File: src/rtl/aes_pkg.sv
// Shared AES-128 constants, FSM encoding and GF(2^8) helper for the round engine.
package aes_pkg;

  localparam int NR       = 10;
  localparam int RK_IDX_W = 4;
  localparam int NB       = 16;

  typedef enum logic [1:0] {
    IDLE = 2'd0,
    RUN  = 2'd1,
    DONE = 2'd2
  } aes_state_e;

  // Source byte for each ShiftRows output byte; byte 0 is the MSB of the state.
  localparam logic [0:NB-1][3:0] SR_SRC = 64'h05AF_49E3_8D27_C16B;

  function automatic logic [7:0] xtime(input logic [7:0] b);
    return {b[6:0], 1'b0} ^ (b[7] ? 8'h1B : 8'h00);
  endfunction

endpackage

File: src/rtl/aes_round_dp.sv
// Combinational AES round: SubBytes, ShiftRows, MixColumns (skipped on last), AddRoundKey.
module aes_round_dp
  import aes_pkg::*;
(
  input  logic [127:0] st,
  input  logic [127:0] rk,
  input  logic         last,
  output logic [127:0] nxt
);

  logic [0:NB-1][7:0] sb, sr, mc;

  aes_sub_bytes u_sub (.a(st), .y(sb));

  for (genvar i = 0; i < NB; i++) begin : g_sr
    assign sr[i] = sb[SR_SRC[i]];
  end

  for (genvar c = 0; c < 4; c++) begin : g_mc
    logic [7:0] a0, a1, a2, a3;
    assign a0 = sr[4*c];
    assign a1 = sr[4*c+1];
    assign a2 = sr[4*c+2];
    assign a3 = sr[4*c+3];
    assign mc[4*c]   = xtime(a0) ^ xtime(a1) ^ a1 ^ a2 ^ a3;
    assign mc[4*c+1] = a0 ^ xtime(a1) ^ xtime(a2) ^ a2 ^ a3;
    assign mc[4*c+2] = a0 ^ a1 ^ xtime(a2) ^ xtime(a3) ^ a3;
    assign mc[4*c+3] = xtime(a0) ^ a0 ^ a1 ^ a2 ^ xtime(a3);
  end

  assign nxt = (last ? sr : mc) ^ rk;

endmodule

File: src/rtl/aes_sbox.sv
// Single-byte AES S-box lane (forward substitution table).
module aes_sbox (
  input  logic [7:0] a,
  output logic [7:0] y
);

  // Entry 0x00 sits in the top byte, so entry a starts at bit 8*(255-a)+7.
  localparam logic [2047:0] SBOX = {
    128'h637c777bf26b6fc53001672bfed7ab76,
    128'hca82c97dfa5947f0add4a2af9ca472c0,
    128'hb7fd9326363ff7cc34a5e5f171d83115,
    128'h04c723c31896059a071280e2eb27b275,
    128'h09832c1a1b6e5aa0523bd6b329e32f84,
    128'h53d100ed20fcb15b6acbbe394a4c58cf,
    128'hd0efaafb434d338545f9027f503c9fa8,
    128'h51a3408f929d38f5bcb6da2110fff3d2,
    128'hcd0c13ec5f974417c4a77e3d645d1973,
    128'h60814fdc222a908846eeb814de5e0bdb,
    128'he0323a0a4906245cc2d3ac629195e479,
    128'he7c8376d8dd54ea96c56f4ea657aae08,
    128'hba78252e1ca6b4c6e8dd741f4bbd8b8a,
    128'h703eb5664803f60e613557b986c11d9e,
    128'he1f8981169d98e949b1e87e9ce5528df,
    128'h8ca1890dbfe6426841992d0fb054bb16
  };

  assign y = SBOX[{~a, 3'b111} -: 8];

endmodule

File: src/rtl/aes_sub_bytes.sv
// SubBytes: one S-box lane per state byte.
module aes_sub_bytes
  import aes_pkg::*;
(
  input  logic [0:NB-1][7:0] a,
  output logic [0:NB-1][7:0] y
);

  for (genvar g = 0; g < NB; g++) begin : g_lane
    aes_sbox u_sbox (.a(a[g]), .y(y[g]));
  end

endmodule

File: src/rtl/aes_round_engine.sv
// Iterative AES-128 encryption, one round per clock, external round-key store.
// Define AES_ABORT_EN to add the abort port (drops RUN/DONE back to IDLE).
module aes_round_engine
  import aes_pkg::*;
(
  input  logic                clk,
  input  logic                rst_n,
  input  logic                in_valid,
  output logic                in_ready,
  input  logic [127:0]        in_data,
  output logic [RK_IDX_W-1:0] rk_idx,
  input  logic [127:0]        rk_in,
  output logic                out_valid,
  input  logic                out_ready,
  output logic [127:0]        out_data,
  output logic                busy
`ifdef AES_ABORT_EN
  ,
  input  logic                abort
`endif
);

  aes_state_e          fsm_q, fsm_d;
  logic [RK_IDX_W-1:0] round_q, round_d;
  logic [127:0]        st_q, st_d, dp_nxt;
  logic                last, abort_i;

`ifdef AES_ABORT_EN
  assign abort_i = abort;
`else
  assign abort_i = 1'b0;
`endif

  assign last = (round_q == RK_IDX_W'(NR));

  aes_round_dp u_dp (.st(st_q), .rk(rk_in), .last(last), .nxt(dp_nxt));

  always_comb begin
    fsm_d   = fsm_q;
    round_d = round_q;
    st_d    = st_q;
    case (fsm_q)
      IDLE: if (in_valid) begin
        st_d    = in_data ^ rk_in;
        round_d = RK_IDX_W'(1);
        fsm_d   = RUN;
      end
      RUN: begin
        st_d = dp_nxt;
        if (last) fsm_d = DONE;
        else      round_d = round_q + RK_IDX_W'(1);
      end
      DONE: if (out_ready) begin
        fsm_d   = IDLE;
        round_d = '0;
      end
      default: fsm_d = IDLE;
    endcase
    // Abort discards the in-flight block entirely.
    if (abort_i && fsm_q != IDLE) begin
      fsm_d   = IDLE;
      round_d = '0;
      st_d    = '0;
    end
  end

  always_ff @(posedge clk) begin
    if (!rst_n) begin
      fsm_q   <= IDLE;
      round_q <= '0;
      st_q    <= '0;
    end else begin
      fsm_q   <= fsm_d;
      round_q <= round_d;
      st_q    <= st_d;
    end
  end

  assign in_ready  = (fsm_q == IDLE);
  assign busy      = (fsm_q == RUN);
  assign out_valid = (fsm_q == DONE);
  assign out_data  = st_q;
  assign rk_idx    = (fsm_q == RUN) ? round_q : '0;

  rk_idx_range: assert property (@(posedge clk) disable iff (!rst_n) rk_idx <= RK_IDX_W'(NR));

endmodule

File: config.mk
export PLATFORM = sky130hd
export DESIGN_NAME = aes_round_engine
export DESIGN_NICKNAME = d
export VERILOG_FILES = /design/src/rtl/aes_pkg.sv /design/src/rtl/aes_round_dp.sv /design/src/rtl/aes_sbox.sv /design/src/rtl/aes_sub_bytes.sv /design/src/rtl/aes_round_engine.sv
export SDC_FILE = /design/constraint.sdc
export NUM_CORES = 2
export LEC_CHECK = 0
export CORE_UTILIZATION = 25
export CTS_CLUSTER_SIZE = 20
export DETAILED_ROUTE_END_ITERATION = 8
export DONT_BUFFER_PORTS = 1
export PLACE_DENSITY = 0.45
export RECOVER_POWER = 100
export SETUP_SLACK_MARGIN = 0.2
export SLEW_MARGIN = 10
export SYNTH_ARGS = -nofsm -noshare
export SYNTH_HDL_FRONTEND = slang
export SYNTH_SLANG_ARGS = --single-unit
File: constraint.sdc
create_clock -name clk -period 5.3 [get_ports clk]
set_input_delay 0.53 -clock clk [delete_from_list [all_inputs] [get_ports clk]]
set_output_delay 0.53 -clock clk [all_outputs]
set_load 0.005 [all_outputs]
Yosys cells after proc, flatten, opt, wreduce, memory -nomap -nowiden. Index checks and enable logic that the tools add are counted.

Add/sub/neg operators: 1. Equal/unequal tests: 7. Shift-type cells: 16. Multiplexer cells: 28. Bitwise gates (word level): 98. Reductions and logical operators: 6.

Operators by type and width (count): indexed part select 2055 x 12 -> 8 bit, first input constant (16); bitwise XOR 8 bit (80); 2-to-1 mux 128 bit (2); one-hot mux 128 bit (2 select lines) (1); bitwise XOR 128 bit (2); inverter 8 bit (16); 2-to-1 mux 5 bit (16); 2-to-1 mux 4 bit (4); one-hot mux 4 bit (3 select lines) (1); 2-to-1 mux 2 bit (3); one-hot mux 2 bit (3 select lines) (1); adder 4 x 1 -> 4 bit, second input constant (1); == test 4 bit, second input constant (1); != test 2 x 1 -> 1 bit, second input constant (2); != test 2 bit, second input constant (2); AND reduction 4 bit (1); AND reduction 3 bit (1); nonzero test 3 bit (1); == test 2 x 1 -> 1 bit, second input constant (1); == test 2 bit, second input constant (1); zero test 2 bit (1); AND reduction 2 bit (1); nonzero test 2 bit (1).

Register bits after elaboration: 134. Input bits: 260. Word-level logic and storage cells: 159.

Longest topological paths before layout.
Depth in word-level cells: 11. Depth in mapped cells: 18.

By module. A second synthesis with hierarchy kept.

Cell total of the unflattened synthesis: 10427. Area total of the unflattened synthesis: 69130.1 sq um.

By module, submodules not included: aes_sbox (times used 16, cells an instance 551, area each 3435.8 sq um, sequential area each 0.0 sq um); aes_round_dp (times used 1, cells an instance 729, area each 7420.9 sq um, sequential area each 0.0 sq um); aes_round_engine (times used 1, cells an instance 882, area each 6736.5 sq um, sequential area each 2682.6 sq um).

Worst setup path before layout. No wires, ideal clock.

Kind: reg2reg. Start point: register st_q[81] (netlist: out_data[81]). End point: register st_q[121] (netlist: out_data[121]). Setup time: 0.086 ns. Data arrival time: 4.371 ns. Path slack: 0.844 ns. Cell stages (with the launch flop): 18. Clock period less this slack: 4.456 ns. Cell sequence: dfxtp_1 -> buf_2 -> buf_1 -> inv_1 -> ha_1 -> clkbuf_1 -> buf_2 -> nand2_1 -> nand3_1 -> o31ai_1 -> mux4_2 -> a221o_1 -> o21ai_2 -> xor2_1 -> xnor3_1 -> a222oi_1 -> xor2_1 -> a211oi_1.

Longest elaborated chain between the ends: 11.

Ends and longest elaborated chain: from (decl) (line aes_round_engine.sv:25) `logic [127:0] st_q, st_d, dp_nxt;`; from (signal assigned) (line aes_round_engine.sv:75) `st_q <= st_d;`; inverter 8 bit * (line aes_sbox.sv:27) `assign y = SBOX[{~a, 3'b111} -: 8];`; indexed part select 2055 x 12 -> 8 bit * (line aes_sbox.sv:27); 2-to-1 mux 5 bit (line aes_pkg.sv:18) `return {b[6:0], 1'b0} ^ (b[7] ? 8'h1B : 8'h00);`; bitwise XOR 8 bit (line aes_pkg.sv:18); bitwise XOR 8 bit (line aes_round_dp.sv:25) `assign mc[4*c] = xtime(a0) ^ xtime(a1) ^ a1 ^ a2 ^ a3;`; bitwise XOR 8 bit * (3 in a row) (line aes_round_dp.sv:25); 2-to-1 mux 128 bit * (line aes_round_dp.sv:31) `assign nxt = (last ? sr : mc) ^ rk;`; bitwise XOR 128 bit * (line aes_round_dp.sv:31); one-hot mux 128 bit (2 select lines) * (line aes_round_engine.sv:42) `case (fsm_q)`.

Every way passes the cells marked *; elsewhere a longest branch is shown, timed or not. A chain may end at the register's enable or synchronous reset.

Final worst setup path.
Start point: register st_q[1] (netlist: out_data[1]). End point: register st_q[113] (netlist: out_data[113]).

Longest elaborated chain between the ends: 6.

Ends and longest elaborated chain: inverter 8 bit (line aes_sbox.sv:27); indexed part select 2055 x 12 -> 8 bit (line aes_sbox.sv:27); bitwise XOR 8 bit (line aes_round_dp.sv:26) `assign mc[4*c+1] = a0 ^ xtime(a1) ^ xtime(a2) ^ a2 ^ a3;`; 2-to-1 mux 128 bit (line aes_round_dp.sv:31); bitwise XOR 128 bit (line aes_round_dp.sv:31); one-hot mux 128 bit (2 select lines) (line aes_round_engine.sv:42).

Every way passes these cells.

==> results_dict.tcl <==
set metrics [dict create \
    status "finished with violations" \
    violations "max-capacitance violations, max-slew violations" \
    fin_hold_ws_ns 0.0846 \
    rsz0062_at_grt "true" \
    end_kind "flip-flop" \
    start_kind "flip-flop" \
    final_util 0.273 \
    cts-root-buf "clkbuf_16" \
    final_hold_viol_count 0 \
    switching_share 0.619 \
    cp.arrival_ns 5.74 \
    min_to "out_data[104]" \
    design_area_mm2 0.0770 \
    worstReg2RegStart "out_data[1]" \
    async_flop_share 0 \
    power_density_mw_per_mm2 918 \
    final_max_slew_viol_count 292 \
    grt.total_usage 0.332 \
    crit_type "reg2reg" \
    finalClockSkew_ns 0.0325 \
    mostFrequentLayoutCell "nand2_1" \
    drive_above_1_share 0.141 \
    worst_pin_slew_ns 2.41 \
    die_w_um 535 \
    insertion_delay_ns 0.61 \
    drc_errors 0 \
    synth_edf_count 0 \
    p_seq_frac 0.044 \
    fp-row-count 195 \
    synth.net_count 10829 \
    synth_seq_cells 134 \
    grt_max_degree 134 \
    synth_top_area_share 0.0581 \
    finalNetCount 10381 \
    synthCells 10330 \
    reg2reg_setup_slack_ns 0.09 \
    combPwrFrac 0.932 \
    leakagePower_nw 26.4 \
    worstReg2RegEnd "out_data[113]" \
    ys.warnings.count 0 \
    antenna_found_initial 137 \
    clkPwrFrac 0.024 \
    hold_buffers 0 \
    placed_area_mm2 0.0762 \
    dp_hpwl_um 375000 \
    finalPower_mw 70.7 \
    die_y_um 535 \
    area_growth_pct 8.55 \
    yosysTopAreaCell "mux4_2" \
    cts_inserted_buffers 25 \
    power.switching_mw 43.7 \
    tns_ns 0 \
    max_freq_mhz 192 \
    die_area_mm2 0.286 \
    holdPathStages 2 \
    min_from "rk_in[104]" \
    yosysSeqAreaShare 0.0378 \
    required_ns 5.83 \
    hold_class "in2reg" \
    via_per_inst 6.75 \
    drt_wl_total_um 500000 \
    start_util 0.251 \
    cts_tree "built" \
    fin_crit_ns 5.21 \
    ir_worst_vdd_mv 0.717 \
    clockBufferDepth 3 \
    cts_sinks 134 \
    io_pins 395 \
    fin_crit_sh 0.983 \
    grt_pass1_wl_um 697000 \
    synth_area_leaders "mux4_2 (5.8%), a21oi_1 (5.4%), o21ai_0 (5.1%)" \
    reg2reg_depth 13 \
    core_area_mm2 0.282 \
    avgSynthCellArea_um2 6.87 \
    setup_violations 0 \
    drt_iter0_drc 16086 \
    maxCapViolCount 11 \
    synth_top_flop_cell "dfxtp_1" \
    gp_congestion 1.03 \
    worstPathMaxFanout 10 \
    firstDrtPassIters 9 \
    vias 92947 \
    p_int_mw 26.9 \
    final_cell_mix "nand2_1 (784), a21oi_1 (764), nor2_1 (726)" \
    slew_headroom -0.605 \
    port_buffers 0 \
    globalRouteOverflowTotal 0 \
    ant_nets 0 \
    htree_levels 4 \
    grt_pass1_vias 85134 \
    detail_route.wl_per_cell_um 36.3 \
    ys_types 145 \
    syn_area_mm2 0.0709 \
    clkTransAtPathRegs_ns 0.09 \
]
-- routing by layer --
metal / up-vias / global-route usage / routed length [µm]
met2: 7096 / 0.503 / 217000
met4: 46 / 0.210 / 36400
li1: 38811 / - / -
met1: 45671 / 0.426 / 194000
met3: 1323 / 0.0710 / 52400
met5: - / 0 / 299
-- how the worst max path moves through the flow --
stage | endpoint | slack [ns] | startpoint | cells after the start
4_1_cts | out_data[65] | 0.20 | out_data[8] | 13
2_1_floorplan | out_data[121] | 0.84 | out_data[81] | 17
3_3_place_gp | out_data[52] | -0.17 | out_data[64] | 14
6_report | out_data[113] | 0.09 | out_data[1] | 13
3_5_place_dp | out_data[52] | -0.02 | out_data[64] | 14
5_1_grt | out_data[59] | 0.09 | out_data[21] | 13
-- logic make-up after synthesis --
logic type,synth area share
xor+xnor,0.0708
simple gates,0.265
flops,0.0378
fa+ha+maj,0.0430
compound gates,0.397
buf+inv,0.100
mux,0.0864
-- synthesized netlist by cell type, types with 219 or more instances --
cell type / instances
nor3_1: 331
nor2b_1: 330
nand3_1: 387
nand2_1: 786
buf_2: 445
a211oi_1: 247
nor2_1: 728
o211ai_1: 219
o21ai_0: 722
a21oi_1: 764
clkbuf_1: 579
ha_1: 239
nand2b_1: 391
-- what timing repair did --
item	in CTS	in global routing
pin swaps	0	2
setup endpoints to repair	7	15
gates resized for setup	6	14
setup buffers	0	2
endpoints found under the hold margin	0	0
-- power by group through the flow --
stage          Combinational (mW)  Sequential, mW  Clock, mW
2_1_floorplan                40.6            1.76          0
3_3_place_gp                 64.9            3.09          0
3_5_place_dp                 64.0            3.06          0
4_1_cts                      64.3            3.04       1.75
5_1_grt                      68.2            3.15       1.75
6_report                     65.9            3.10       1.70
-- critical path, stage by stage (launching register included) --
cell,delay (ns)
dfxtp_1,0.70
inv_1,0.17
ha_1,0.51
nor2b_2,0.47
inv_1,0.12
a31oi_1,0.45
mux4_2,0.37
o32ai_1,0.10
a31oi_2,0.48
xor2_1,0.41
xnor3_1,0.58
nor2_1,0.31
mux2_2,0.38
o211ai_1,0.09
-- metrics by stage --
stage	setup slack, ns	cells
finish	0.0898	13767
global route	0.0937	13754
global placement	-0.171	13596
floorplan	0.844	10330
detailed placement	-0.0213	13596
CTS	0.202	13628
-- final cells by class --
cell class | instances | area, µm²
sequential | 134 | 2840
timing repair buffer | 796 | 6360
inverter | 232 | 888
antenna | 137 | 343
tap | 3743 | 4680
multi-input combinational | 8693 | 61200
clock inverter | 4 | 45.0
clock buffer | 28 | 657
fill | 31339 | 205000
-- flip-flops by register name, summed over array words and instances (netlist names) --
name and flops:
round_q 4, fsm_q 2, out_data 128
No activity file was read; power rests on OpenSTA's default activity.
